--- src/rtl/axis_out_framer.sv ---
// Output framer: buffers access_control beats in a FWFT FIFO and drives AXI-Stream with per-row tlast and start-of-frame tuser.
// One cycle from input accept to output valid when empty; input stalls when the FIFO is full or the frame's beats are all accepted.
module axis_out_framer #(
    parameter int AXISOUT_DATA_WIDTH = 24,
    parameter int AXISOUT_STRB_WIDTH = AXISOUT_DATA_WIDTH/8,
    parameter int DST_IMG_WIDTH      = 3840,
    parameter int DST_IMG_HEIGHT     = 2160,
    parameter int FIFO_DEPTH         = 4
) (
    input  logic                          clk,
    input  logic                          rst_n,
    input  logic                          start,
    input  logic                          s_axis_tvalid,
    input  logic [AXISOUT_DATA_WIDTH-1:0] s_axis_tdata,
    output logic                          s_axis_tready,
    output logic                          m_axis_tvalid,
    input  logic                          m_axis_tready,
    output logic [AXISOUT_DATA_WIDTH-1:0] m_axis_tdata,
    output logic [AXISOUT_STRB_WIDTH-1:0] m_axis_tkeep,
    output logic [AXISOUT_STRB_WIDTH-1:0] m_axis_tstrb,
    output logic                          m_axis_tlast,
    output logic                          m_axis_tuser,
    output logic                          m_axis_tid,
    output logic                          m_axis_tdest,
    output logic                          busy,
    output logic                          frame_done
);
    localparam int PIX    = DST_IMG_WIDTH * DST_IMG_HEIGHT;
    localparam int COL_W  = (DST_IMG_WIDTH  > 1) ? $clog2(DST_IMG_WIDTH)  : 1;
    localparam int ROW_W  = (DST_IMG_HEIGHT > 1) ? $clog2(DST_IMG_HEIGHT) : 1;
    localparam int CNT_W  = $clog2(PIX + 1);
    localparam int PTR_W  = $clog2(FIFO_DEPTH);
    localparam int FCNT_W = $clog2(FIFO_DEPTH + 1);

    localparam logic [1:0] S_IDLE = 2'd0;
    localparam logic [1:0] S_RUN  = 2'd1;
    localparam logic [1:0] S_DONE = 2'd2;

    logic [1:0]                    state;
    logic [AXISOUT_DATA_WIDTH-1:0] mem [FIFO_DEPTH];
    logic [PTR_W-1:0]              wr_ptr;
    logic [PTR_W-1:0]              rd_ptr;
    logic [FCNT_W-1:0]             count;
    logic [COL_W-1:0]              col;
    logic [ROW_W-1:0]              row;
    logic [CNT_W-1:0]              in_cnt;
    logic                          busy_q;
    logic                          done_q;
    logic                          push;
    logic                          pop;
    logic                          col_last;
    logic                          row_last;

    assign s_axis_tready = (state == S_RUN) && (count < FCNT_W'(FIFO_DEPTH))
                           && (in_cnt < CNT_W'(PIX));
    assign push          = s_axis_tvalid && s_axis_tready;
    assign m_axis_tvalid = (count != '0);
    assign pop           = m_axis_tvalid && m_axis_tready;

    assign col_last = (col == COL_W'(DST_IMG_WIDTH - 1));
    assign row_last = (row == ROW_W'(DST_IMG_HEIGHT - 1));

    // Gating data with tvalid keeps the bus at zero while idle and after reset.
    assign m_axis_tdata = m_axis_tvalid ? mem[rd_ptr] : '0;
    assign m_axis_tlast = m_axis_tvalid && col_last;
    assign m_axis_tuser = m_axis_tvalid && (col == '0) && (row == '0);
    assign m_axis_tkeep = '1;
    assign m_axis_tstrb = '1;
    assign m_axis_tid   = 1'b0;
    assign m_axis_tdest = 1'b0;
    assign busy         = busy_q;
    assign frame_done   = done_q;

    always_ff @(posedge clk) begin
        if (push) begin
            mem[wr_ptr] <= s_axis_tdata;
        end
    end

    always_ff @(posedge clk) begin
        if (!rst_n) begin
            wr_ptr <= '0;
            rd_ptr <= '0;
            count  <= '0;
        end else begin
            if (push) begin
                wr_ptr <= wr_ptr + PTR_W'(1);
            end
            if (pop) begin
                rd_ptr <= rd_ptr + PTR_W'(1);
            end
            case ({push, pop})
                2'b10:   count <= count + FCNT_W'(1);
                2'b01:   count <= count - FCNT_W'(1);
                default: count <= count;
            endcase
        end
    end

    always_ff @(posedge clk) begin
        if (!rst_n) begin
            state  <= S_IDLE;
            busy_q <= 1'b0;
            done_q <= 1'b0;
            col    <= '0;
            row    <= '0;
            in_cnt <= '0;
        end else begin
            done_q <= 1'b0;
            case (state)
                S_IDLE: begin
                    if (start) begin
                        state  <= S_RUN;
                        busy_q <= 1'b1;
                        col    <= '0;
                        row    <= '0;
                        in_cnt <= '0;
                    end
                end
                S_RUN: begin
                    if (push) begin
                        in_cnt <= in_cnt + CNT_W'(1);
                    end
                    if (pop) begin
                        if (col_last) begin
                            col <= '0;
                            if (row_last) begin
                                row    <= '0;
                                state  <= S_DONE;
                                busy_q <= 1'b0;
                                done_q <= 1'b1;
                            end else begin
                                row <= row + ROW_W'(1);
                            end
                        end else begin
                            col <= col + COL_W'(1);
                        end
                    end
                end
                S_DONE: begin
                    state <= S_IDLE;
                end
                default: begin
                    state <= S_IDLE;
                end
            endcase
        end
    end
endmodule
--- config.mk ---
export PLATFORM = sky130hd
export DESIGN_NAME = axis_out_framer
export DESIGN_NICKNAME = d
export VERILOG_FILES = /design/src/rtl/axis_out_framer.sv
export SDC_FILE = /design/constraint.sdc
export NUM_CORES = 1
export LEC_CHECK = 0
export ABC_AREA = 1
export BUFFER_PORTS_ARGS = -buffer_cell sky130_fd_sc_hd__buf_4
export CORE_ASPECT_RATIO = 1.2
export CORE_MARGIN = 2
export CORE_UTILIZATION = 49
export DETAILED_ROUTE_END_ITERATION = 10
export HOLD_SLACK_MARGIN = 0.12
export PLACE_DENSITY = 0.78
export SYNTH_ARGS = -nofsm -noshare
export SYNTH_HDL_FRONTEND = slang
export SYNTH_SLANG_ARGS = --single-unit
--- constraint.sdc ---
create_clock -name clk -period 2.4 [get_ports clk]
set_input_delay 0.24 -clock clk [delete_from_list [all_inputs] [get_ports clk]]
set_output_delay 0.24 -clock clk [all_outputs]
set_load 0.01 [all_outputs]
==> results of run 1 <==
metrics by stage:
step / hold WS [ns] / TNS (ns) / power [uW] / util
finish: 0.154 / 0 / 6840 / 0.600
global route: 0.158 / 0 / 7140 / 0.600
CTS: 0.142 / 0 / 6870 / 0.600
detailed placement: 0.444 / 0 / 4450 / 0.547
global placement: 0.443 / 0 / 4420 / 0.547
floorplan: 0.339 / -19.80 / 3900 / -
cells by family after synthesis:
group                    count (synthesis)  share of synthesized area
XOR/XNOR                                 6                    0.00720
AND/OR/NAND/NOR                        402                      0.239
buffers and inverters                  121                     0.0703
flip-flops                             156                      0.560
adder cells (fa/ha/maj)                 11                     0.0199
AO/OA/AOI/OAI                          147                      0.103
other                                    2                    0.00103
area by class of cell:
cell class | count | area [um2] | area share
Clock inverter | 13 | 95.1 | 0.0109
Tap cell | 200 | 250 | 0.0288
Clock buffer | 19 | 433 | 0.0498
Inverter | 85 | 322 | 0.0370
Sequential cell | 156 | 4090 | 0.470
Multi-Input combinational cell | 574 | 2730 | 0.314
Timing Repair Buffer | 95 | 773 | 0.0890
tightest hold or removal path: stages:
cell and delay, ns:
buf_4 0.18, nand2_1 0.08, nor2_1 0.03
where the power goes:
part	internal (uW)	switching [uW]
sequential	2950	93.1
combinational	530	868
clock	1320	1080
total	4800	2040
per-layer routing:
metal	track usage	up-vias
met1	0.266	2780
met3	0.0396	23
met2	0.362	202
met4	0.0810	0
met5	0	-
li1	-	2971
registers in the layout (all words and copies together), names as in the netlist, named ones only:
signal / count
state: 2
mem: 96
col: 12
in_cnt: 23
wr_ptr: 2
rd_ptr: 2
busy: 1
count: 3
frame_done: 1
row: 12
cells in the mapped netlist, types with 6 or more instances:
library cell	instances	area share
a21oi_1	62	0.043
buf_2	8	0.0055
buf_4	9	0.0093
clkbuf_1	15	0.0077
dfxtp_1	60	0.16
edfxtp_1	96	0.40
ha_1	10	0.017
inv_1	78	0.040
inv_2	7	0.0036
nand2_1	124	0.064
nand3_1	43	0.030
nand4_1	18	0.015
nor2_1	179	0.092
nor3_1	13	0.0089
nor4_1	6	0.0051
o21ai_0	76	0.052
worst min path at each step:
| stage | to | slack [ns] | from | cells after the start |
|---|---|---|---|---|
| after floorplan | mem[0][0] | 0.34 | s_axis_tdata[0] | 0 |
| after global placement | mem[0][5] | 0.44 | s_axis_tdata[5] | 1 |
| after detailed placement | mem[2][17] | 0.44 | s_axis_tdata[17] | 1 |
| after CTS | row[9] | 0.14 | rst_n | 3 |
| after global routing | row[9] | 0.16 | rst_n | 3 |
| final | row[9] | 0.15 | rst_n | 3 |
what timing repair did:
action                                  CTS  global route
hold buffers                             24             0
endpoints found under the setup margin    6             1
resized for setup                         1             2
endpoints found under the hold margin    96             0
==> impl_metrics.env, run 1 <==
export IMPL_relSlewSlack=0.401
export IMPL_cp_end_kind="output port"
export IMPL_r2r_cells=8
export IMPL_slowest_delay_ns=0.53
export IMPL_path_class="reg -> out"
export IMPL_dr_max_layer_used="met4"
export IMPL_synth_area_per_cell_um2=8.63
export IMPL_path_cells="buf_4, nor2_1, nor2_1, o21ai_0, a21oi_1, buf_4"
export IMPL_grt_pass1_wl_mm=26.3
export IMPL_leakagePower_uw=0.00334
export IMPL_wl_mm=16.4
export IMPL_fin_ws_ns=0.190
export IMPL_fmax_ghz=0.452
export IMPL_postCtsSetupRepairBufs=0
export IMPL_max_cap_viol_count=0
export IMPL_wl_per_cell_um=14.4
export IMPL_cp_max_fo=22
export IMPL_crit_path_top_delay_cell="dfxtp_2"
export IMPL_min_path_type="in -> reg"
export IMPL_grt_pass1_vias=5546
export IMPL_worst_clock_skew_ns=0.0114
export IMPL_critPathBufInv=2
export IMPL_rsz0062_at_grt="false"
export IMPL_synth_edf_count=96
export IMPL_r2r_setup_slack_ns=0.37
export IMPL_seq_area_frac_synth=0.560
export IMPL_tightest_slew_ns=0.898
export IMPL_dr_wl_met3_um=848
export IMPL_layout_commonest_cell="nor2_1"
export IMPL_status="complete, no violations"
export IMPL_critPathTopFamily="flip-flops"
export IMPL_final_hold_viol_count=0
export IMPL_core_mm2=0.0145
export IMPL_drc_errors=0
export IMPL_timing_rr_end="mem[2][17]"
export IMPL_r2r_start="state[0]"
export IMPL_final_cell_mix="nor2_1, nand2_1, edfxtp_1"
export IMPL_num_rows=48
export IMPL_ir_worst_vdd_mv=0.371
export IMPL_antenna_cells=0
export IMPL_drv_slew=0
export IMPL_place_ws_ns=0.397
export IMPL_drtPass1Iterations=5
export IMPL_die_w_um=115
export IMPL_async_reset_ff_frac=0
export IMPL_nFillCells=1195
export IMPL_grt_max_degree=49
export IMPL_finalCritPeriodShare=0.921
export IMPL_ys_flop_type="edfxtp_1"
export IMPL_final_antenna_net_count=0
export IMPL_final_instance_count_excl_fill=1142
export IMPL_finish_instance_area_mm2=0.00869
export IMPL_drive_gt1_frac=0.133
export IMPL_dieArea_mm2=0.0159
export IMPL_dpl_cell_count=1086
export IMPL_cts_path_max_buffers=2
export IMPL_arrival_ns=1.97
export IMPL_cts_buffers=17
export IMPL_start_util=0.504
export IMPL_power_density_mw_per_mm2=788
export IMPL_wl_met2_mm=8.15
export IMPL_pin_count=67
export IMPL_routed_via_count=5976
export IMPL_synth_cells=845
export IMPL_viasPerCell=5.23
export IMPL_crit_end="m_axis_tdata[4]"
export IMPL_dieHeight_um=138
export IMPL_wl_met1_mm=7.14
export IMPL_syn_area_mm2=0.00729
export IMPL_place_area_mm2=0.00792
export IMPL_cts_tree="yes"
export IMPL_yosys_warnings=0
export IMPL_worstSetupStartpointType="register"
export IMPL_gp_congestion=0.934
export IMPL_grt_usage=0.212
export IMPL_port_buffers=58
export IMPL_grt_ovfl_total=0
export IMPL_synth_seq_cells=156
export IMPL_clock_sinks=156
export IMPL_hpwl_mm=10.5
export IMPL_clk_pin_slew_worst_paths_ns=0.06
export IMPL_fin_crit_ns=2.21
export IMPL_htree_num_levels=4
export IMPL_area_growth_pct=19.1
export IMPL_clockRootBuffer="clkbuf_16"
export IMPL_cp_depth=6
export IMPL_clk_latency_ns=0.43
export IMPL_drt_iter0_markers=561
export IMPL_yosysUniqueCellTypes=39
export IMPL_antenna_found_initial=0
export IMPL_setup_violations=0
export IMPL_cp_required_ns=2.16
export IMPL_fin_nets=969
Note: power is estimated with default switching activity, not from simulation.
==> run 2: changes to the inputs <==
Settings changed: ABC_AREA 1 to not set, PLACE_DENSITY 0.78 to 0.79.
==> run 2 against run 1 <==
Against the previous run:
- global-route usage decreased by 2.3 points
- combinational power rose by 9%
- sequential share of layout area is 1.8 points higher
- routed wire length shrank 17%
- sequential power decreased by 2%
- clock skew shrank 0.0025 ns
- final cell count shrank 29%
- clock power increased by 13%
- via count is 24% lower
- area after synthesis shrank 6.2%
- largest cell class unchanged
- highest routed layer unchanged
==> impl_metrics.env, run 2 <==
export IMPL_htree_num_levels=4
export IMPL_fin_setup_tns_ns=0
export IMPL_met1_usage=0.229
export IMPL_place_ws_ns=0.0336
export IMPL_cp_max_fo=3
export IMPL_pin_count=67
export IMPL_startpoint="in_cnt[19]"
export IMPL_pwr_share_clk=0.375
export IMPL_power_density_mw_per_mm2=860
export IMPL_synth_cells=532
export IMPL_grt_busiest_layer="met2"
export IMPL_critPathTopFamily="simple AND/OR/NAND/NOR gates"
export IMPL_area_growth_pct=22.5
export IMPL_antenna_found_initial=0
export IMPL_gp_congestion=0.862
export IMPL_grt_pass1_vias=4580
export IMPL_clk_pin_slew_worst_paths_ns=0.07
export IMPL_reg_largest_list="mem: 96 flops, in_cnt: 23 flops"
export IMPL_arrival_ns=2.63
export IMPL_grt_max_degree=27
export IMPL_min_path_type="in -> reg"
export IMPL_seq_area_frac_synth=0.597
export IMPL_tightest_slew_ns=0.637
export IMPL_timing_rr_end="count[2]"
export IMPL_core_mm2=0.0137
export IMPL_synth_area_per_cell_um2=12.9
export IMPL_path_cells="and4_1, o2111a_2, nor2_2, inv_2, ha_2, inv_1, fa_1, xor2_1, or3_1, a21boi_1"
export IMPL_die_w_um=112
export IMPL_yosysUniqueCellTypes=57
export IMPL_met2_usage=0.338
export IMPL_max_cap_viol_count=0
export IMPL_clockRootBuffer="clkbuf_16"
export IMPL_wl_per_cell_um=17.0
export IMPL_drc_errors=0
export IMPL_rsz0062_at_grt="false"
export IMPL_start_util=0.499
export IMPL_hold_ws_ns=0.178
export IMPL_dpl_cell_count=751
export IMPL_cp_end_kind="register"
export IMPL_combPwrFrac=0.212
export IMPL_final_instance_count_excl_fill=807
export IMPL_crit_end="count[2]"
export IMPL_largest_register="mem"
export IMPL_slowest_delay_ns=0.37
export IMPL_postCtsSetupRepairBufs=0
export IMPL_synth_edf_count=96
export IMPL_cp_depth=10
export IMPL_seqCellArea_mm2=0.00409
export IMPL_clk_latency_ns=0.41
export IMPL_wl_mm=13.7
export IMPL_ir_worst_vdd_mv=0.656
export IMPL_dieArea_mm2=0.0149
export IMPL_cts_buffers=17
export IMPL_leakagePower_uw=0.00289
export IMPL_r2r_cells=10
export IMPL_synthTopCellsByArea="edfxtp_1, dfxtp_1, mux4_2"
export IMPL_status="complete, no violations"
export IMPL_port_buffers=58
export IMPL_worst_clock_skew_ns=0.00890
export IMPL_relSlewSlack=0.571
export IMPL_drtPass1Iterations=5
export IMPL_path_class="reg -> reg"
export IMPL_drt_iter0_markers=404
export IMPL_routed_via_count=4530
export IMPL_cts_path_max_buffers=2
export IMPL_layout_commonest_cell="edfxtp_1"
export IMPL_whs_path_depth=3
export IMPL_antenna_cells=0
export IMPL_yosysMostFrequentCell="edfxtp_1"
export IMPL_yosysTopAreaCell="edfxtp_1"
export IMPL_internal_power_uw=5190
export IMPL_final_cell_mix="edfxtp_1, buf_4, dfxtp_1"
export IMPL_drv_slew=0
export IMPL_grt_usage=0.188
export IMPL_synth_common_cells="edfxtp_1, dfxtp_1, nand2_1, a21oi_1, nor2_1"
export IMPL_use_met3=0.0414
export IMPL_synth_seq_cells=156
export IMPL_ys_flop_type="edfxtp_1"
export IMPL_hpwl_mm=8.97
export IMPL_fin_crit_ns=2.30
export IMPL_p_switching_uw=2020
export IMPL_largest_reg_flops=96
export IMPL_synth_top_area_frac=0.421
export IMPL_fin_nets=663
export IMPL_dieHeight_um=133
export IMPL_pwr_share_seq=0.413
export IMPL_syn_area_mm2=0.00684
export IMPL_cts_tree="yes"
export IMPL_num_rows=47
export IMPL_switching_share=0.280
export IMPL_async_reset_ff_frac=0
export IMPL_multi_input_area_mm2=0.00255
export IMPL_drive_gt1_frac=0.258
export IMPL_final_antenna_net_count=0
export IMPL_r2r_start="in_cnt[19]"
export IMPL_yosys_warnings=0
export IMPL_crit_path_top_delay_cell="fa_1"
export IMPL_worstSetupStartpointType="register"
export IMPL_final_hold_viol_count=0
export IMPL_clock_sinks=156
export IMPL_viasPerCell=5.61
export IMPL_finalCritPeriodShare=0.957
export IMPL_r2r_setup_slack_ns=0.10
export IMPL_setup_violations=0
export IMPL_fmax_ghz=0.436
export IMPL_nFillCells=998
export IMPL_grt_pass1_wl_mm=22.4
export IMPL_cp_required_ns=2.73
export IMPL_fin_ws_ns=0.104
export IMPL_grt_ovfl_total=0
export IMPL_critPathBufInv=2
==> run 2: changes by cell type in the layout (fill, tap and decap cells not counted), sizes merged, moves of 6 or more <==
| cell | change |
|---|---|
| a21oi | -28 |
| a41oi | +7 |
| and2 | +8 |
| and3 | +6 |
| inv | -63 |
| mux4 | +24 |
| nand2 | -93 |
| nand3 | -23 |
| nand4 | -11 |
| nor2 | -146 |
| nor2b | +28 |
| o21ai | -66 |
| xnor2 | +16 |
==> run 2: worst min-delay path by stage <==
stage                      from          to  slack (ns)
6_report                  rst_n        busy        0.18
5_1_grt                   rst_n    state[0]        0.18
4_1_cts                   rst_n        busy        0.17
3_5_place_dp   s_axis_tdata[19]  mem[2][19]        0.44
3_3_place_gp         in_cnt[20]  in_cnt[20]        0.44
2_1_floorplan   s_axis_tdata[0]   mem[0][0]        0.34
==> run 2: cell type report <==
cell class,count,area share
tap,171,0.0255
inverter,15,0.00672
multi-input combinational,336,0.305
clock inverter,15,0.0227
timing repair buffer,97,0.102
clock buffer,17,0.0508
sequential,156,0.488
==> run 2: power by group through the flow <==
stage	Sequential (uW)	Combinational, uW	Clock [uW]
after global placement	3030	1460	0
after detailed placement	3040	1500	0
after CTS	2980	1530	2760
final	2980	1530	2700
after global routing	2990	1650	2860
after floorplan	3020	924	0
==> run 2: worst min-delay path: stages <==
cell,delay [ns]
buf_4,0.19
nand2_1,0.06
o21ai_0,0.07
==> run 2: routing by layer <==
metal	up-vias	part of all wire	wire [um]
met5	-	0	0
met4	0	0.0093	128
met3	8	0.043	593
met2	121	0.53	7260
met1	2255	0.42	5740
li1	2146	-	-
==> run 2: per-stage QoR <==
step                utilization  instance area [um2]  total power, uW
floorplan                     -                 6860             3940
global placement          0.548                 7510             4490
detailed placement        0.548                 7510             4530
CTS                       0.611                 8370             7260
global route              0.611                 8380             7490
finish                    0.611                 8380             7210
==> run 2: cell families (layout without fill, tap and decap cells) <==
group,after synthesis,after routing,synth area share
AOI/OAI and AO/OA,78,78,0.0752
xor gates and xnor gates,24,24,0.0307
adders and majority gates,11,11,0.0212
buffers and inverters,46,144,0.0344
DFF,156,156,0.597
muxes,24,24,0.0790
other,2,8,0.00110
and+or+nand+nor,191,191,0.161
==> run 2: what timing repair did <==
item	4_1_cts	5_1_grt
pin swaps	0	1
resized for setup	1	5
hold endpoints to repair	96	0
hold buffers	24	0
endpoints found under the setup margin	1	1
==> run 3: changes to the inputs <==
--- a/config.mk
+++ b/config.mk
@@ -7,2 +7,3 @@
 export LEC_CHECK = 0
+export ABC_AREA = 1
 export BUFFER_PORTS_ARGS = -buffer_cell sky130_fd_sc_hd__buf_4
@@ -13,3 +14,3 @@
 export HOLD_SLACK_MARGIN = 0.12
-export PLACE_DENSITY = 0.79
+export PLACE_DENSITY = 0.78
 export SYNTH_ARGS = -nofsm -noshare
==> constraint.sdc (replaced) <==
create_clock -name clk -period 2.4 [get_ports clk]
set_input_delay 0.36 -clock clk [delete_from_list [all_inputs] [get_ports clk]]
set_output_delay 0.36 -clock clk [all_outputs]
set_load 0.01 [all_outputs]
==> run 3 against run 2 <==
Against the previous run:
- count of clock-buffer cells in the layout rose by 4
- die area rose by 6.4%
- sequential cell count did not move
- total power fell by 2.5%
- hold slack got worse by 0.053 ns
- core utilization fell by 2.1 points
- setup slack got worse by 0.043 ns
- routed wire length rose by 18%
==> impl_metrics.env, run 3 (synthesis gave the netlist of run 1 again) <==
export IMPL_gp_congestion=0.941
export IMPL_leakagePower_uw=0.00329
export IMPL_p_total_uw=7030
export IMPL_finalCritPeriodShare=0.975
export IMPL_arrival_ns=1.98
export IMPL_min_path_type="in -> reg"
export IMPL_setup_violations=0
export IMPL_cp_max_fo=24
export IMPL_grt_usage=0.209
export IMPL_drive_gt1_frac=0.139
export IMPL_drtPass1Iterations=5
export IMPL_final_cell_mix="nor2_1, nand2_1, edfxtp_1"
export IMPL_port_buffers=58
export IMPL_ir_worst_vdd_mv=0.399
export IMPL_die_w_um=115
export IMPL_drt_iter0_markers=535
export IMPL_clock_sinks=156
export IMPL_htree_num_levels=4
export IMPL_routed_via_count=5874
export IMPL_worstSetupStartpointType="register"
export IMPL_start_util=0.504
export IMPL_dieArea_mm2=0.0159
export IMPL_layout_commonest_cell="nor2_1"
export IMPL_grt_pass1_vias=5470
export IMPL_drv_slew=0
export IMPL_cts_buffers=17
export IMPL_worst_clock_skew_ns=0.00831
export IMPL_drc_errors=0
export IMPL_reg_largest_list="mem: 96 flops, in_cnt: 23 flops"
export IMPL_path_class="reg -> out"
export IMPL_fin_ws_ns=0.0606
export IMPL_pin_count=67
export IMPL_fmax_ghz=0.427
export IMPL_wl_per_cell_um=14.4
export IMPL_tightest_slew_ns=0.903
export IMPL_relSlewSlack=0.398
export IMPL_grt_max_degree=49
export IMPL_dieHeight_um=138
export IMPL_cts_tree="yes"
export IMPL_cts_path_max_buffers=2
export IMPL_max_cap_viol_count=0
export IMPL_slowest_delay_ns=0.65
export IMPL_rsz0062_at_grt="true"
export IMPL_antenna_found_initial=0
export IMPL_fin_crit_ns=2.34
export IMPL_status="complete, no violations"
export IMPL_largest_reg_flops=96
export IMPL_path_cells="inv_1, nor2_1, o21ai_0, a21oi_1, buf_4"
export IMPL_hpwl_mm=10.3
export IMPL_fin_setup_tns_ns=0
export IMPL_grt_pass1_wl_mm=25.8
export IMPL_cp_end_kind="output port"
export IMPL_area_growth_pct=17.1
export IMPL_grt_ovfl_total=0
export IMPL_viasPerCell=5.24
export IMPL_postCtsSetupRepairBufs=0
export IMPL_final_hold_viol_count=0
export IMPL_place_ws_ns=0.353
export IMPL_antenna_cells=0
export IMPL_clk_pin_slew_worst_paths_ns=0.06
export IMPL_core_mm2=0.0145
export IMPL_cp_required_ns=2.04
export IMPL_final_antenna_net_count=0
export IMPL_num_rows=48
export IMPL_wl_mm=16.1
export IMPL_crit_path_top_delay_cell="inv_1"
export IMPL_fin_nets=949
export IMPL_largest_register="mem"
export IMPL_power_density_mw_per_mm2=822
export IMPL_clk_latency_ns=0.43
export IMPL_clockRootBuffer="clkbuf_16"
==> run 3: path summary, 6_finish.rpt <==
| check | from | slack (ns) | cells past startpoint | end |
|---|---|---|---|---|
| worst max-delay path | register | 0.06 | 5 | m_axis_tdata[23] |
| worst min-delay path | s_axis_tdata[5] | 0.13 | 1 | mem[2][5] |
| worst max register to register | in_cnt[19] | 0.29 | 11 | count[2] |
| worst min register to register | rd_ptr[1] | 0.47 | 2 | register |
==> run 3: repair_timing <==
| item | CTS | global route |
|---|---|---|
| hold buffers | 4 | 0 |
| setup endpoints to repair | 0 | 1 |
| hold endpoints to repair | 13 | 0 |
| gates resized for setup | 0 | 3 |
==> run 3: layer usage <==
| metal | vias up | track usage | share of wire |
|---|---|---|---|
| met5 | - | 0 | 0 |
| met4 | 0 | 0.0971 | 0.023 |
| met3 | 32 | 0.0418 | 0.050 |
| met2 | 168 | 0.359 | 0.50 |
| met1 | 2750 | 0.252 | 0.42 |
| li1 | 2924 | - | - |
==> run 3: layout make-up <==
class                   instances  area, um2
clock buffers                  21        470
clock inverters                11        110
fillers                      1206       5930
inverters                      85        322
multi-input cells             574       2730
flip-flops and latches        156       4080
well taps                     200        250
repair buffers                 75        577
==> run 3: critical path, delay by kind of cell, from the launching register on <==
kind | cells | cell delay (ns)
AO/OA/AOI/OAI | 2 | 0.32
buffers and inverters | 2 | 0.82
flip-flops | 1 | 0.31
AND/OR/NAND/NOR | 1 | 0.10
==> run 3: power breakdown <==
group	internal, uW	switching (uW)	total, uW	leakage (uW)
Clock	1520	1090	2600	0.000277
Sequential	2950	78.0	3030	0.00136
Combinational	511	881	1390	0.00165
Total	4980	2040	7030	0.00329
==> run 3: metrics by stage <==
step	instances	hold WS (ns)	utilization	cell area, um2
after floorplan	851	0.436	-	7320
after global placement	1086	0.455	0.547	7920
after detailed placement	1086	0.459	0.547	7920
after CTS	1122	0.120	0.590	8540
after global routing	1122	0.121	0.590	8540
final	1122	0.125	0.590	8540
